[config.mk]
export PLATFORM = sky130hd
export DESIGN_NAME = kmap_lut_engine_flat
export DESIGN_NICKNAME = d
export VERILOG_FILES = /design/src/rtl/kmap_lut_engine_if.sv /design/src/rtl/kmap_lut_engine.sv /design/src/flat_wrapper.sv
export SDC_FILE = /design/constraint.sdc
export NUM_CORES = 1
export LEC_CHECK = 0
export CELL_PAD_IN_SITES_DETAIL_PLACEMENT = 1
export CELL_PAD_IN_SITES_GLOBAL_PLACEMENT = 1
export CORE_MARGIN = 4
export CORE_UTILIZATION = 45
export CTS_BUF_LIST = sky130_fd_sc_hd__clkbuf_8
export DETAILED_ROUTE_END_ITERATION = 6
export MAX_ROUTING_LAYER = met4
export PLACE_DENSITY_LB_ADDON = 0.2
export SYNTH_ARGS = -nofsm -noshare
export SYNTH_HDL_FRONTEND = slang
export SYNTH_SLANG_ARGS = --single-unit
[constraint.sdc]
create_clock -name clk -period 3.5 [get_ports clk]
set_input_delay 0.7 -clock clk [delete_from_list [all_inputs] [get_ports clk]]
set_output_delay 0.7 -clock clk [all_outputs]
set_load 0.02 [all_outputs]
[src/rtl/kmap_lut_engine_if.sv]
// kmap_lut_engine_if: programming, evaluation and scan signals of the LUT engine
interface kmap_lut_engine_if #(parameter int N = 4);
    localparam int CW = N + 1;
    logic prog_valid;
    logic prog_data;
    logic prog_ready;
    logic eval_valid;
    logic [N-1:0] x;
    logic out_valid;
    logic sop;
    logic pos;
    logic scan_start;
    logic scan_busy;
    logic scan_done;
    logic [CW-1:0] ones_count;
    logic table_valid;
    modport master (
        output prog_valid, prog_data, eval_valid, x, scan_start,
        input  prog_ready, out_valid, sop, pos, scan_busy, scan_done, ones_count, table_valid
    );
    modport slave (
        input  prog_valid, prog_data, eval_valid, x, scan_start,
        output prog_ready, out_valid, sop, pos, scan_busy, scan_done, ones_count, table_valid
    );
endinterface

[src/rtl/kmap_lut_engine.sv]
// kmap_lut_engine: serially loaded N-input truth table with registered SOP/POS evaluation and minterm scan
module kmap_lut_engine #(parameter int N = 4) (
    input  logic clk,
    input  logic rst_n,
    kmap_lut_engine_if.slave bus
);
    localparam int D = 1 << N;
    localparam int CW = N + 1;
    typedef enum logic [1:0] {IDLE, PROG, SCAN} state_t;
    state_t state, state_n;
    logic [D-1:0] tbl;
    logic [N-1:0] idx;
    logic last, prog_we, scan_go, eval_go, sop_c, pos_c;
    assign last = &idx;
    assign bus.prog_ready = state != SCAN;
    always_comb begin
        prog_we = state != SCAN && bus.prog_valid;
        scan_go = state == IDLE && !bus.prog_valid && bus.scan_start && bus.table_valid;
        eval_go = state == IDLE && !bus.prog_valid && !bus.scan_start && bus.eval_valid && bus.table_valid;
        state_n = prog_we ? ((state == PROG && last) ? IDLE : PROG)
                : scan_go ? SCAN
                : (state == SCAN && last) ? IDLE : state;
    end
    // POS is the product of maxterms, kept apart from the SOP table lookup
    always_comb begin
        sop_c = tbl[bus.x];
        pos_c = 1'b1;
        for (int k = 0; k < D; k++)
            pos_c = pos_c & (tbl[k] | (bus.x != N'(k)));
    end
    always_ff @(posedge clk) begin
        if (!rst_n) state <= IDLE;
        else state <= state_n;
    end
    always_ff @(posedge clk) begin
        if (!rst_n) begin
            tbl <= '0;
            idx <= '0;
            bus.table_valid <= 1'b0;
            bus.out_valid <= 1'b0;
            bus.sop <= 1'b0;
            bus.pos <= 1'b0;
            bus.scan_busy <= 1'b0;
            bus.scan_done <= 1'b0;
            bus.ones_count <= '0;
        end else begin
            bus.out_valid <= eval_go;
            bus.scan_done <= state == SCAN && last;
            if (eval_go) begin
                bus.sop <= sop_c;
                bus.pos <= pos_c;
            end
            if (prog_we) begin
                tbl[idx] <= bus.prog_data;
                idx <= idx + N'(1);
            end
            if (prog_we && state == IDLE) bus.table_valid <= 1'b0;
            if (prog_we && state == PROG && last) bus.table_valid <= 1'b1;
            if (scan_go) begin
                bus.ones_count <= '0;
                bus.scan_busy <= 1'b1;
            end
            if (state == SCAN) begin
                bus.ones_count <= bus.ones_count + CW'(tbl[idx]);
                idx <= idx + N'(1);
                if (last) bus.scan_busy <= 1'b0;
            end
        end
    end
endmodule
[src/flat_wrapper.sv]
// flat-port wrapper written by rule: the top's interface ports become plain ports
module kmap_lut_engine_flat 
#(parameter int N = 4)
  (clk, rst_n, bus_prog_valid, bus_prog_data, bus_eval_valid, bus_x, bus_scan_start, bus_prog_ready, bus_out_valid, bus_sop, bus_pos, bus_scan_busy, bus_scan_done, bus_ones_count, bus_table_valid);
  kmap_lut_engine_if #(.N(N)) bus_i ();
  input  logic clk;
  input  logic rst_n;
  input wire logic [$bits(bus_i.prog_valid)-1:0] bus_prog_valid;
  input wire logic [$bits(bus_i.prog_data)-1:0] bus_prog_data;
  input wire logic [$bits(bus_i.eval_valid)-1:0] bus_eval_valid;
  input wire logic [$bits(bus_i.x)-1:0] bus_x;
  input wire logic [$bits(bus_i.scan_start)-1:0] bus_scan_start;
  output wire logic [$bits(bus_i.prog_ready)-1:0] bus_prog_ready;
  output wire logic [$bits(bus_i.out_valid)-1:0] bus_out_valid;
  output wire logic [$bits(bus_i.sop)-1:0] bus_sop;
  output wire logic [$bits(bus_i.pos)-1:0] bus_pos;
  output wire logic [$bits(bus_i.scan_busy)-1:0] bus_scan_busy;
  output wire logic [$bits(bus_i.scan_done)-1:0] bus_scan_done;
  output wire logic [$bits(bus_i.ones_count)-1:0] bus_ones_count;
  output wire logic [$bits(bus_i.table_valid)-1:0] bus_table_valid;
  assign bus_i.prog_valid = bus_prog_valid;
  assign bus_i.prog_data = bus_prog_data;
  assign bus_i.eval_valid = bus_eval_valid;
  assign bus_i.x = bus_x;
  assign bus_i.scan_start = bus_scan_start;
  assign bus_prog_ready = bus_i.prog_ready;
  assign bus_out_valid = bus_i.out_valid;
  assign bus_sop = bus_i.sop;
  assign bus_pos = bus_i.pos;
  assign bus_scan_busy = bus_i.scan_busy;
  assign bus_scan_done = bus_i.scan_done;
  assign bus_ones_count = bus_i.ones_count;
  assign bus_table_valid = bus_i.table_valid;
  kmap_lut_engine #(.N(N)) u_core (.clk(clk), .rst_n(rst_n), .bus(bus_i));
endmodule
# Word-level counts from Yosys, hierarchy flattened
# Cells that the tools add are included.
# word_totals
regBits	33
out_inout_bits	12
wordCells	106
# classes
add_sub_neg	2
magnitude_cmp	3
n_eq_ne	18
muxes	20
bitwise_logic	31
reduce_logical	22
# op_table
operator	n
$ne 4x4->1 const B	8
$bwmux 16	1
$ne 4x3->1 const B	4
$or 1x1->1	16
$and 1x1->1	15
$logic_and 1x1->1	13
$lt 4x5->1 const B	2
$mux 5	2
$mux 1	9
$bmux 1 s4	2
$mux 4	2
$ne 4x2->1 const B	2
$mux 2	3
$reduce_bool 2->1	3
$add 5x1->5	1
$add 4x1->4 const B	1
$demux 1 s4	1
$ge 4x1->1 const B	1
$ne 4x1->1 const B	1
$reduce_and 4->1	1
$reduce_bool 4->1	1
$reduce_bool 3->1	1
$eq 2x1->1 const B	1
$eq 2x2->1 const B	1
other kinds (3)	4

# Logic depth before layout (Yosys ltp)
# logic_depth
ltp_word	17
ltp_mapped	9
ltp_nobuf	8

# Worst setup path before layout
# Ideal clock, no wire load.
# synth_timing
path_type	reg2reg
from	register u_core.idx[0]
to	register u_core.bus.ones_count[4]
arrival_ps	2172
required_time_ps	3367
slack_ps	1195
stages_incl_launch_ff	10
n_path_buf	1
cell_sequence	dfxtp_1 -> buf_6 -> mux4_1 -> mux4_2 -> ha_1 -> ha_1 -> nand3_1 -> nor2_1 -> o21ai_0 -> a31oi_1
# synth_via
elab_chain_cells	4
# synth_lines
item	line	text
start: declaration	kmap_lut_engine.sv:12	logic [N-1:0] idx;
start signal: assignment	kmap_lut_engine.sv:55	idx <= idx + N'(1);
start signal: assignment	kmap_lut_engine.sv:65	idx <= idx + N'(1);
$bmux 1 s4	kmap_lut_engine.sv:64	bus.ones_count <= bus.ones_count + CW'(tbl[idx]);
$mux 1 (not written as such)	kmap_lut_engine.sv:64	
$add 5x1->5	kmap_lut_engine.sv:64	
$mux 5	kmap_lut_engine.sv:63	if (state == SCAN) begin
end signal: assignment	kmap_lut_engine.sv:64	
end: declaration	kmap_lut_engine_if.sv:23	output prog_ready, out_valid, sop, pos, scan_busy, scan_done, ones_count, table_valid
# No other way between the ends. The select of a mux whose other input is x is not followed.
# A chain may end at the register's enable or synchronous reset.

# Final worst setup path
# Same ends and word-level chain as after synthesis.

==> run_results.csv <==
group,metric,value,unit
pwr,clock_power_share,36.7,%
final_layout,area_growth,16.53,%
sta,tightest_slew,600.4,ps
pwr,seq_power_share,52.6,%
detailed_routing,dr.pass1.iters,4,
critical_path,rr_startpoint,"u_core.idx[0]$_SDFFE_PN0P_",
final_layout,layout_commonest_cell,"dfxtp_1",
critical_path,r2r-end,"u_core.bus.ones_count[4]$_SDFFE_PN0P_",
yosys,yosysSeqAreaShare,35.63,%
floorplanning,dieArea,5211,sq um
pwr,ir_worst_vdd,270.6,uV
pwr,switchingPower,194.1,uW
critical_path,worstPathRequired,3670,ps
sta,drv_slew,0,
sta,fin_crit_sh,74.50,%
yosys,synth_cell_types,44,
worst_hold_path,hold_path_depth,1,
global_route,grt-ovfl-total,0,
clock_tree,clk_pin_slew_worst_paths,70,ps
yosys,ys.warnings.count,0,
detailed_routing,met3_length,267,um
final_layout,antenna_cells,0,
sta,rsz0062_at_grt,"false",
clock_tree,numCtsBuffers,5,
floorplanning,core_area,4000,sq um
floorplanning,start_util,46.36,%
global_route,grt_pass1_wl,8521,um
sta,maxSlewHeadroom,59.85,%
clock_tree,htreeDepth,2,
sta,finalWorstPathRequiredPeriod,2608,ps
detailed_routing,post-route-drc-count,0,
yosys,yosys.area.top_type,"dfxtp_1",
final_layout,drive_above_1_share,5.909,%
yosys,synthFlopType,"dfxtp_1",
final_layout,fin_area,2161,sq um
detailed_routing,wl_met1,2083,um
yosys,synth_seq_cells,33,
place,dp_hpwl,3734,um
critical_path,crit_fanout,8,
clock_tree,cts_hold_buffers,0,
detailed_routing,vias,1656,
clock_tree,clk_latency,280,ps
sta,fin_skew,6.293,ps
yosys,synth_edf_count,0,
critical_path,start_kind,"flop",
yosys,synth_cells,202,
detailed_routing,avgViaCountPerCell,6.133,
place,portBuffers,21,
yosys,synth_area,1854,sq um
floorplanning,fp-row-count,23,
pwr,power_density,344.5,nW/um^2
detailed_routing,dr_wl_met2,2579,um
critical_path,arrival,2780,ps
floorplanning,fp.dieH,72.19,um
final_layout,layout_common_cells,"33 x dfxtp_1, 32 x nor2_1, 26 x mux2i_1, 21 x clkdlybuf4s50_1, 16 x nand4_1",
critical_path,rrSetupSlack,890,ps
yosys,synth_fp_nets,218,
pwr,power.static_leakage,0.9252,nW
place,place_congestion,0.8617,
global_route,grt.total_usage,21.87,%
final_layout,nets,235,
worst_hold_path,hp-class,"reg -> reg",
floorplanning,pin_count,22,
critical_path,crit_path_end_kind,"flop",
flow_run,drv_cap,0,
clock_tree,cts_sinks,33,
detailed_routing,wire_per_inst,19.00,um
pwr,p_comb_share,10.7,%
sta,fmax,383.5,MHz
global_route,antenna_found_initial,0,
detailed_routing,highest_layer,"met4",
yosys,syn_avg_cell_area,9.180,sq um
critical_path,critPathKind,"reg -> reg",
floorplanning,die_w,72.19,um
outcome,outcome,"complete, no violations",
sta,final.setup.tns,0,ps
clock_tree,cts.repair.resized,0,
worst_hold_path,min_from,"u_core.bus.ones_count[4]$_SDFFE_PN0P_",
clock_tree,cts_tree,"done",
global_route,grt_pass1_vias,1690,
yosys,async_flop_share,0,%
detailed_routing,ant_nets,0,
critical_path,r2r_cells,8,
pwr,netSwitchingFraction,26.08,%
clock_tree,clockBufferDepth,2,
sta,hold_violations,0,
place,place_area,2078,sq um
sta,setup_viol,0,
global_route,grt_max_degree,29,
clock_tree,root_buffer,"clkbuf_8",
detailed_routing,drtIter0Drc,63,
yosys,synth.area.top_cells,"dfxtp_1 36%, mux2i_1 14%, nor2_1 6.5%",
yosys,synth.top_cell.area_share,35.63,%
worst_hold_path,worstHoldEndpoint,"u_core.bus.ones_count[4]$_SDFFE_PN0P_",
clock_tree,postCtsSetupRepairBufs,0,
pwr,internal-power,550.3,uW
detailed_routing,drt-total-wl,5131,um
-- per-stage QoR --
step	hold slack, ps	std cells	worst slack, ps	utilization [%]	power [mW]
global route	511.9	270	752.3	54.02	0.7788
floorplan	476.9	202	1195	-	0.4500
global placement	445.6	262	929.4	51.96	0.4719
detailed placement	462.3	262	773.2	51.96	0.4792
finish	465.7	270	892.5	54.02	0.7444
CTS	473.5	270	859.0	54.02	0.7538
-- registers in the layout, summed over array words and instances, names as in the netlist --
register	cells
u_core.bus.scan_done	1
u_core.idx	4
u_core.tbl	16
u_core.bus.table_valid	1
u_core.bus.ones_count	5
u_core.state	2
u_core.bus.scan_busy	1
u_core.bus.pos	1
u_core.bus.out_valid	1
u_core.bus.sop	1
-- final cells by class --
cell class,count,area (sq um)
fill,450,1839
clock inverter,3,13.76
multi-input combinational,149,1104
sequential,33,660.6
timing repair buffer,23,225.2
clock buffer,5,68.82
tap,50,62.56
inverter,7,26.28
-- per-layer routing --
metal | up-vias | global-route usage, %
li1 | 778 | -
met1 | 805 | 25.13
met2 | 55 | 36.60
met3 | 18 | 4.017
met4 | 0 | 10.44
met5 | - | -
-- power groups by stage --
stage / clock network (mW) / registers [mW] / logic [mW]
2_1_floorplan: 0 / 0.393 / 0.0568
3_3_place_gp: 0 / 0.399 / 0.0729
3_5_place_dp: 0 / 0.400 / 0.0793
4_1_cts: 0.283 / 0.391 / 0.0796
5_1_grt: 0.300 / 0.392 / 0.0869
6_report: 0.273 / 0.392 / 0.0798
-- worst max path at each step --
stage / from / to / slack [ps]
after floorplan: u_core.idx[0]$_SDFFE_PN0P_ / u_core.bus.ones_count[4]$_SDFFE_PN0P_ / 1190
after global routing: u_core.state[1]$_SDFFE_PN0P_ / bus_prog_ready / 750
after global placement: bus_x[1] / u_core.bus.sop$_SDFFE_PN0P_ / 930
after CTS: u_core.state[1]$_SDFFE_PN0P_ / bus_prog_ready / 860
final: u_core.idx[0]$_SDFFE_PN0P_ / u_core.bus.ones_count[4]$_SDFFE_PN0P_ / 890
after detailed placement: bus_x[1] / u_core.bus.sop$_SDFFE_PN0P_ / 770
-- cell families after synthesis --
| kind of cell | Yosys count | synth area share (%) |
|---|---|---|
| xor gates and xnor gates | 2 | 0.9448 |
| AOI/OAI and AO/OA | 30 | 11.34 |
| adders and majority gates | 6 | 4.048 |
| DFF | 33 | 35.63 |
| muxes | 32 | 21.52 |
| buffers and inverters | 20 | 4.858 |
| and+or+nand+nor | 79 | 21.66 |
-- cell usage after synthesis, types with 2 or more instances --
| cell | instances |
|---|---|
| clkbuf_1 | 6 |
| nand2_1 | 6 |
| nand3b_1 | 2 |
| a21oi_1 | 5 |
| nor2b_1 | 7 |
| mux4_1 | 4 |
| buf_2 | 3 |
| a221oi_1 | 2 |
| a22oi_1 | 2 |
| dfxtp_1 | 33 |
| nand3_1 | 3 |
| nand2b_1 | 2 |
| a31oi_1 | 3 |
| buf_1 | 2 |
| and3b_1 | 2 |
| nand4_1 | 16 |
| inv_1 | 6 |
| mux2i_1 | 26 |
| nor2_1 | 32 |
| nor3_1 | 4 |
| ha_1 | 6 |
| a32oi_1 | 2 |
| o21ai_0 | 7 |
-- worst max-delay path, stage by stage, from the launching register on --
cell     delay (ps)
dfxtp_1         570
mux4_1          620
mux4_2          510
ha_1            220
ha_1            220
nand3_1         120
nor2_1           50
o21ai_0         140
a31oi_1          50
(Power assumes the default switching activity.)
